==> config.mk <==
export PLATFORM = sky130hd
export DESIGN_NAME = sc_buttonconditioner
export DESIGN_NICKNAME = d
export VERILOG_FILES = /design/src/rtl/sc_buttonconditioner.sv
export SDC_FILE = /design/constraint.sdc
export NUM_CORES = 1
export LEC_CHECK = 0
export ABC_AREA = 0
export BUFFER_PORTS_ARGS = -buffer_cell sky130_fd_sc_hd__buf_2
export CORE_MARGIN = 4
export CORE_UTILIZATION = 50
export DETAILED_ROUTE_END_ITERATION = 10
export PLACE_DENSITY = 0.66
export SLEW_MARGIN = 10
export SYNTH_ARGS = -nofsm -noshare
export SYNTH_HDL_FRONTEND = slang
export SYNTH_SLANG_ARGS = --single-unit
==> constraint.sdc <==
create_clock -name SC_STATEMACHINEPOINT_CLOCK_50 -period 20 [get_ports SC_STATEMACHINEPOINT_CLOCK_50]
set_input_delay 1 -clock SC_STATEMACHINEPOINT_CLOCK_50 [delete_from_list [all_inputs] [get_ports SC_STATEMACHINEPOINT_CLOCK_50]]
set_output_delay 1 -clock SC_STATEMACHINEPOINT_CLOCK_50 [all_outputs]
set_load 0.1 [all_outputs]
==> src/rtl/sc_buttonconditioner.sv <==
// sc_buttonconditioner
//   Conditions the five raw active-low push-buttons (start, up, down, left,
//   right) before they reach the point state machine. Each channel has a
//   2-FF synchronizer, a debounce filter and optional auto-repeat. While a
//   button stays held, auto-repeat inserts a one-cycle release gap so that
//   the downstream machine, which re-arms only after all buttons release,
//   sees repeated presses.
//
// Ports (sc_buttonconditioner):
//   SC_STATEMACHINEPOINT_CLOCK_50        in  1  system clock (50 MHz)
//   SC_STATEMACHINEPOINT_RESET_InHigh    in  1  async reset, active high
//   SC_BUTTONCONDITIONER_rawButtons_InLow in 5  raw buttons, 0 = pressed,
//                                               [0]start [1]up [2]down
//                                               [3]left [4]right
//   SC_BUTTONCONDITIONER_*Button_OutLow  out 1  conditioned levels, 0 = pressed
//
// Ports (sc_buttonconditioner_channel):
//   clk  in  1  system clock
//   rst  in  1  async reset, active high
//   raw  in  1  raw asynchronous button, 0 = pressed
//   btn  out 1  conditioned registered level, 0 = pressed

// One button channel.
//
// state | meaning
// ------+---------------------------------------------------------------
// IDLE  | button released, output 1
// HELD  | button pressed, output 0, counting towards the first repeat
// GAP   | one-cycle artificial release inserted by auto-repeat, output 1
// RPT   | repeat press, output 0, counting towards the next gap
module sc_buttonconditioner_channel #(
  parameter int       DEBOUNCE_CYCLES = 1000000,
  parameter int       REPEAT_DELAY    = 25000000,
  parameter int       REPEAT_PERIOD   = 5000000,
  parameter int       CNT_WIDTH       = 25,
  parameter bit       REPEAT_EN       = 1'b0
) (
  input  logic clk,
  input  logic rst,
  input  logic raw,
  output logic btn
);

  localparam logic [CNT_WIDTH-1:0] DB_LAST     = CNT_WIDTH'(DEBOUNCE_CYCLES - 1);
  localparam logic [CNT_WIDTH-1:0] DELAY_LAST  = CNT_WIDTH'(REPEAT_DELAY - 1);
  localparam logic [CNT_WIDTH-1:0] PERIOD_LAST = CNT_WIDTH'(REPEAT_PERIOD - 1);

  typedef enum logic [1:0] {
    ST_IDLE = 2'd0,
    ST_HELD = 2'd1,
    ST_GAP  = 2'd2,
    ST_RPT  = 2'd3
  } state_t;

  logic                 sync1;
  logic                 sync2;
  logic                 level;
  logic [CNT_WIDTH-1:0] db_cnt;

  state_t               state_q;
  state_t               state_d;
  logic [CNT_WIDTH-1:0] rpt_q;
  logic [CNT_WIDTH-1:0] rpt_d;
  logic                 btn_q;
  logic                 btn_d;

  // Synchronizer and debounce. The counter measures how many consecutive
  // cycles the synchronized input has disagreed with the debounced level.
  always_ff @(posedge clk or posedge rst) begin
    if (rst) begin
      sync1  <= 1'b1;
      sync2  <= 1'b1;
      level  <= 1'b1;
      db_cnt <= '0;
    end else begin
      sync1 <= raw;
      sync2 <= sync1;
      if (sync2 == level) begin
        db_cnt <= '0;
      end else if (db_cnt == DB_LAST) begin
        level  <= sync2;
        db_cnt <= '0;
      end else begin
        db_cnt <= db_cnt + 1'b1;
      end
    end
  end

  always_ff @(posedge clk or posedge rst) begin
    if (rst) begin
      state_q <= ST_IDLE;
      rpt_q   <= '0;
      btn_q   <= 1'b1;
    end else begin
      state_q <= state_d;
      rpt_q   <= rpt_d;
      btn_q   <= btn_d;
    end
  end

  always_comb begin
    state_d = state_q;
    rpt_d   = rpt_q;
    case (state_q)
      ST_IDLE: begin
        if (!level) begin
          state_d = ST_HELD;
          rpt_d   = '0;
        end
      end
      ST_HELD: begin
        if (level) begin
          state_d = ST_IDLE;
        end else if (rpt_q == DELAY_LAST) begin
          // Without repeat the counter parks at its terminal value.
          if (REPEAT_EN) begin
            state_d = ST_GAP;
          end
        end else begin
          rpt_d = rpt_q + 1'b1;
        end
      end
      ST_GAP: begin
        if (!level) begin
          state_d = ST_RPT;
          rpt_d   = '0;
        end else begin
          state_d = ST_IDLE;
        end
      end
      ST_RPT: begin
        if (level) begin
          state_d = ST_IDLE;
        end else if (rpt_q == PERIOD_LAST) begin
          state_d = ST_GAP;
        end else begin
          rpt_d = rpt_q + 1'b1;
        end
      end
      default: begin
        state_d = ST_IDLE;
        rpt_d   = '0;
      end
    endcase
    // Output is registered from the next state so it is a clean Moore level.
    btn_d = !((state_d == ST_HELD) || (state_d == ST_RPT));
  end

  assign btn = btn_q;

endmodule

module sc_buttonconditioner #(
  parameter int         DEBOUNCE_CYCLES = 1000000,
  parameter int         REPEAT_DELAY    = 25000000,
  parameter int         REPEAT_PERIOD   = 5000000,
  parameter logic [4:0] REPEAT_MASK     = 5'b11100,
  parameter int         CNT_WIDTH       = 25
) (
  input  logic       SC_STATEMACHINEPOINT_CLOCK_50,
  input  logic       SC_STATEMACHINEPOINT_RESET_InHigh,
  input  logic [4:0] SC_BUTTONCONDITIONER_rawButtons_InLow,
  output logic       SC_BUTTONCONDITIONER_startButton_OutLow,
  output logic       SC_BUTTONCONDITIONER_upButton_OutLow,
  output logic       SC_BUTTONCONDITIONER_downButton_OutLow,
  output logic       SC_BUTTONCONDITIONER_leftButton_OutLow,
  output logic       SC_BUTTONCONDITIONER_rightButton_OutLow
);

  logic [4:0] cond;

  for (genvar i = 0; i < 5; i++) begin : g_chan
    sc_buttonconditioner_channel #(
      .DEBOUNCE_CYCLES (DEBOUNCE_CYCLES),
      .REPEAT_DELAY    (REPEAT_DELAY),
      .REPEAT_PERIOD   (REPEAT_PERIOD),
      .CNT_WIDTH       (CNT_WIDTH),
      .REPEAT_EN       (REPEAT_MASK[i])
    ) u_chan (
      .clk (SC_STATEMACHINEPOINT_CLOCK_50),
      .rst (SC_STATEMACHINEPOINT_RESET_InHigh),
      .raw (SC_BUTTONCONDITIONER_rawButtons_InLow[i]),
      .btn (cond[i])
    );
  end

  assign SC_BUTTONCONDITIONER_startButton_OutLow = cond[0];
  assign SC_BUTTONCONDITIONER_upButton_OutLow    = cond[1];
  assign SC_BUTTONCONDITIONER_downButton_OutLow  = cond[2];
  assign SC_BUTTONCONDITIONER_leftButton_OutLow  = cond[3];
  assign SC_BUTTONCONDITIONER_rightButton_OutLow = cond[4];

endmodule

---- After elaboration in Yosys (flattened, before gate mapping) ----
Index checks and enable logic that the tools add are counted.
storage, ports and cells
  bits of input ports ..................... 7
  logic and storage cells ................. 223
  register bits after elaboration ......... 280
operators by class
  eq/ne operators ......................... 70
  bitwise logic cells ..................... 5
  add/subtract/negate cells ............... 10
  muxes and demuxes ....................... 73
  reduce and logical (&&, ||, !) cells .... 30
operators by type and width
  cell                   number
  $mux 25                35
  $pmux 25 s3            5
  $add 25x1->25 const B  10
  $eq 25x20->1 const B   5
  $eq 25x23->1 const B   5
  $eq 25x25->1 const B   5
  $mux 2                 28
  $ne 2x2->1 const B     25
  $pmux 2 s4             5
  $eq 2x2->1 const B     15
  $reduce_and 5->1       5
  $eq 2x1->1 const B     10
  $logic_not 2->1        5
  $reduce_and 2->1       5
  $reduce_or 2->1        5
  $eq 1x1->1             5
  $logic_not 1->1        5
  $logic_or 1x1->1       5
  $not 1->1              5

---- Depth between registers and ports, before layout ----
  word-level depth ........................ 7
  depth in mapped cells ................... 8

---- By module ----
A second synthesis with hierarchy kept.
unflattened totals
  cell total of the unflattened synthesis .. 1,587
  area total of the unflattened synthesis .. 15,107.0 sq um
by module, submodules not included
  module                                                seq. area each (sq um)  cells an instance  times used  area an instance (sq um)
  sc_buttonconditioner_channel at g_chan[2].u_chan ...  1,406.3                 310                2           2,959.1
  sc_buttonconditioner_channel at g_chan[0].u_chan      1,406.3                 328                1           3,075.4
  sc_buttonconditioner_channel at g_chan[1].u_chan      1,406.3                 321                1           3,074.2
  sc_buttonconditioner_channel at g_chan[4].u_chan      1,406.3                 318                1           3,039.2

---- Worst setup path after synthesis ----
Ideal clock, no wire load.
  path type ............................... reg2reg
  start point ............................. register g_chan[2].u_chan.rpt_q[16]
  end point ............................... register g_chan[2].u_chan.rpt_q[5]
  data arrival time ....................... 2,232 ps
  library setup time ...................... 132 ps
  buffers on the path ..................... 1
  slack ................................... 17,635 ps
  clock period less this slack ............ 2,365 ps
  stages on the path, launching flop included .. 7
  path through ............................ dfrtp_1 -> or4b_1 -> or4_4 -> a2111o_1 -> nand2_2 -> buf_6 -> o31ai_1
on the way
  word-level cells in the longest chain between the ends .. 3
  elaborated cells between the ends (all ways) .. 5
  those cells by class .................... 4 x eq/ne; 1 x reduce/logical
RTL lines
  element                                              line      text
  start, declared                                      62        logic [CNT_WIDTH-1:0] rpt_q;
  start signal, assigned                               96        rpt_q <= rpt_d;
  $eq 25x23->1 / $eq 25x25->1 (equally long branches)  134, 114
  $ne 2x2->1 (no source line)                          n/a
  $reduce_and 5->1 (no source line) *                  n/a
Every way passes the cells marked *; elsewhere a longest branch is shown, timed or not.
A chain may end at the register's enable or synchronous reset.

---- Final worst setup path ----
  start point ............................. register g_chan[4].u_chan.rpt_q[15]
  end point ............................... register g_chan[4].u_chan.rpt_q[0]
on the way
  word-level cells in the longest chain between the ends .. 3
  elaborated cells between the ends (all ways) .. 5
  those cells by class .................... 4 x eq/ne; 1 x reduce/logical
RTL lines
  element                                              line
  start, declared                                      62
  start signal, assigned                               96
  $eq 25x23->1 / $eq 25x25->1 (equally long branches)  134, 114
  $ne 2x2->1 (no source line)                          n/a
  $reduce_and 5->1 (no source line) *                  n/a
Marked as above.

==> impl_metrics.ini <==
[die]
die_y_um = 180
row_count = 62
core_area_um2 = 28900
start_util_pct = 51.1
die_x_um = 180
die_area_um2 = 32400
ios = 12

[clock_tree]
cts.sinks = 280
h-tree-depth = 1
cts_resized = 0
clkTransAtPathRegs_ps = 60
worstSkewPairLatency_ps = 560
clockRootBuffer = clkbuf_16
postCtsHoldBufs = 0
cts_tree = done
cts_buffers = 30
cts_setup_buffers = 0
clock_path_buffers = 3

[global_routing]
grt_overflow_total = 0
grt_pass1_vias = 11100
grt_pass1_wl_mm = 52.9
grt_max_degree = 127
antenna_found_initial = 0
grt_usage_pct = 18.3

[worst_setup_path]
critPathCaptureType = flip-flop
r2r_slack_ps = 17360
crit_type = reg -> reg
crit_fanout = 11
cp-start-kind = flip-flop
setup.worst_path.end = g_chan[4].u_chan.rpt_q[0]
required_ps = 20440
reg2reg_depth = 5
r2r-end = g_chan[4].u_chan.rpt_q[0]
r2r_start = g_chan[4].u_chan.rpt_q[15]
arrival_ps = 3080
crit_start = g_chan[4].u_chan.rpt_q[15]

[synthesis]
yosysUniqueCellTypes = 73
synth_top_area_share_pct = 44.0
synth-edff-count = 0
synth_cells = 1581
syn_avg_cell_area_um2 = 9.36
synth_common_cells = dfrtp_1 (260), nor2_1 (210), nand2_1 (147)
synthFlopType = dfrtp_1
yosysMostFrequentCell = dfrtp_1
synth_area_leaders = dfrtp_1 (44%), nor2_1 (5.3%), xor2_1 (4.1%), nand2_1 (3.7%), dfstp_2 (3.6%)
syn_area_um2 = 14800
yosysSeqAreaShare_pct = 47.5
syn_nets = 1598
synth_seq_cells = 280
yosys_warnings = 0
synth.largest_area_cell = dfrtp_1
async_flop_share_pct = 100

[placed_design]
place_area_um2 = 15000
dp_slack_ps = 17000
place_congestion = 0.834
hpwl_mm = 19.1
place_inst = 1901
io_buffers = 11

[layout]
multiInputGateArea_um2 = 7310
utilization_pct = 55.5
area_delta_synth_final_pct = 8.64
drive_gt1_share_pct = 8.33
fin_cells = 1957
ff_latch_area_um2 = 7030
n_antenna_cell = 0
nFillCells = 2584
finalNetCount = 1566
stdcell_area_um2 = 16100

[sta]
skew_ps = 21.8
fin_crit_sh_pct = 13.2
hold_viol = 0
setup_violations = 0
tightest_slew_ps = 1100
max_slew_margin_pct = 25.8
hold_ws_ps = 357
tns_ps = 0
fin_ws_ps = 17360
fmaxAchievable_mhz = 379
rsz0062_at_grt = false
fin_crit_ps = 2640
maxSlewViolCount = 0

[pwr]
cellPowerDensity_nw_per_um2 = 72.4
p_leak_nw = 6.65
ir_drop_mv = 0.0994
total_power_mw = 1.16

[routing]
drtIter0Drc = 788
drtAntennaViolNets = 0
routed_via_density = 5.92
firstDrtPassIters = 5
totalWireLength_mm = 30.0
drcViolationCount = 0
vias = 11600
wl_per_cell_um = 15.3

[status]
outcome = finished, final reports clean

[run]
maxCapViolCount = 0

[hold_path]
hp-class = reg -> reg
==> routing by layer <==
layer	up-vias	part of all wire [%]	global-route usage, %
met5	-	0	0
met4	0	1.7	3.63
met3	35	2.6	2.38
met2	150	47	30.5
met1	5699	49	25.9
li1	5705	-	-
==> logic make-up (layout without fill, tap and decap cells) <==
logic type / count (synthesis) / in the layout / synth area share (%)
adders and majority gates: 10 / 10 / 0.846
muxes: 26 / 26 / 1.87
buffers and inverters: 113 / 105 / 3.01
and+or+nand+nor: 783 / 783 / 27.3
xor gates and xnor gates: 120 / 120 / 7.11
AOI/OAI and AO/OA: 249 / 249 / 12.3
DFF: 280 / 280 / 47.5
==> power by group <==
group          total (mW)  switching, mW  internal [mW]
clock               0.568          0.229          0.339
sequential          0.574        0.00292          0.571
combinational      0.0210         0.0172        0.00382
==> layout by cell type, fill, tap and decap left out, drive strengths merged, types with 12 or more instances in the layout <==
cell type / instances
a21oi: 30
a22o: 20
a31oi: 22
and2: 12
and3: 35
and4: 24
buf: 14
clkbuf: 44
dfrtp: 260
dfstp: 20
inv: 35
mux2: 13
mux2i: 13
nand2: 148
nand3: 89
nand4: 71
nor2: 210
nor3: 49
nor4: 36
nor4b: 14
o211ai: 12
o21ai: 44
o2bb2ai: 14
o31ai: 33
or2: 20
or4: 23
xnor2: 51
xor2: 69
==> flip-flops by register name (all words and copies together), names as in the netlist <==
register / cells
g_chan.u_chan.db_cnt: 125
g_chan.u_chan.rpt_q: 125
g_chan.u_chan.state_q: 10
g_chan.u_chan.btn: 5
g_chan.u_chan.level: 5
g_chan.u_chan.sync1: 5
g_chan.u_chan.sync2: 5
==> cell type report <==
class / instances / area share, %
Multi-Input combinational cell: 1188 / 45.5
Sequential cell: 280 / 43.8
Clock buffer: 44 / 5.63
Tap cell: 384 / 2.99
Inverter: 35 / 0.864
Clock inverter: 12 / 0.755
Timing Repair Buffer: 14 / 0.483
==> worst max-delay path, cell delays in order, from the launching register on <==
cell and delay [ps]:
dfrtp_1 440, or4b_2 690, nor4_1 350, a21boi_1 750, nand3_1 150, o311ai_0 140
==> worst min path at each step <==
stage                            from                     end  slack (ps)  depth (start not counted)
2_1_floorplan  g_chan[0].u_chan.sync1  g_chan[0].u_chan.sync2         350                          0
3_3_place_gp   g_chan[3].u_chan.sync1  g_chan[3].u_chan.sync2         350                          0
3_5_place_dp   g_chan[0].u_chan.sync1  g_chan[0].u_chan.sync2         350                          0
4_1_cts        g_chan[0].u_chan.sync1  g_chan[0].u_chan.sync2         360                          0
5_1_grt        g_chan[0].u_chan.sync1  g_chan[0].u_chan.sync2         360                          0
6_report       g_chan[0].u_chan.sync1  g_chan[0].u_chan.sync2         360                          0
No activity file was read; power rests on OpenSTA's default activity.
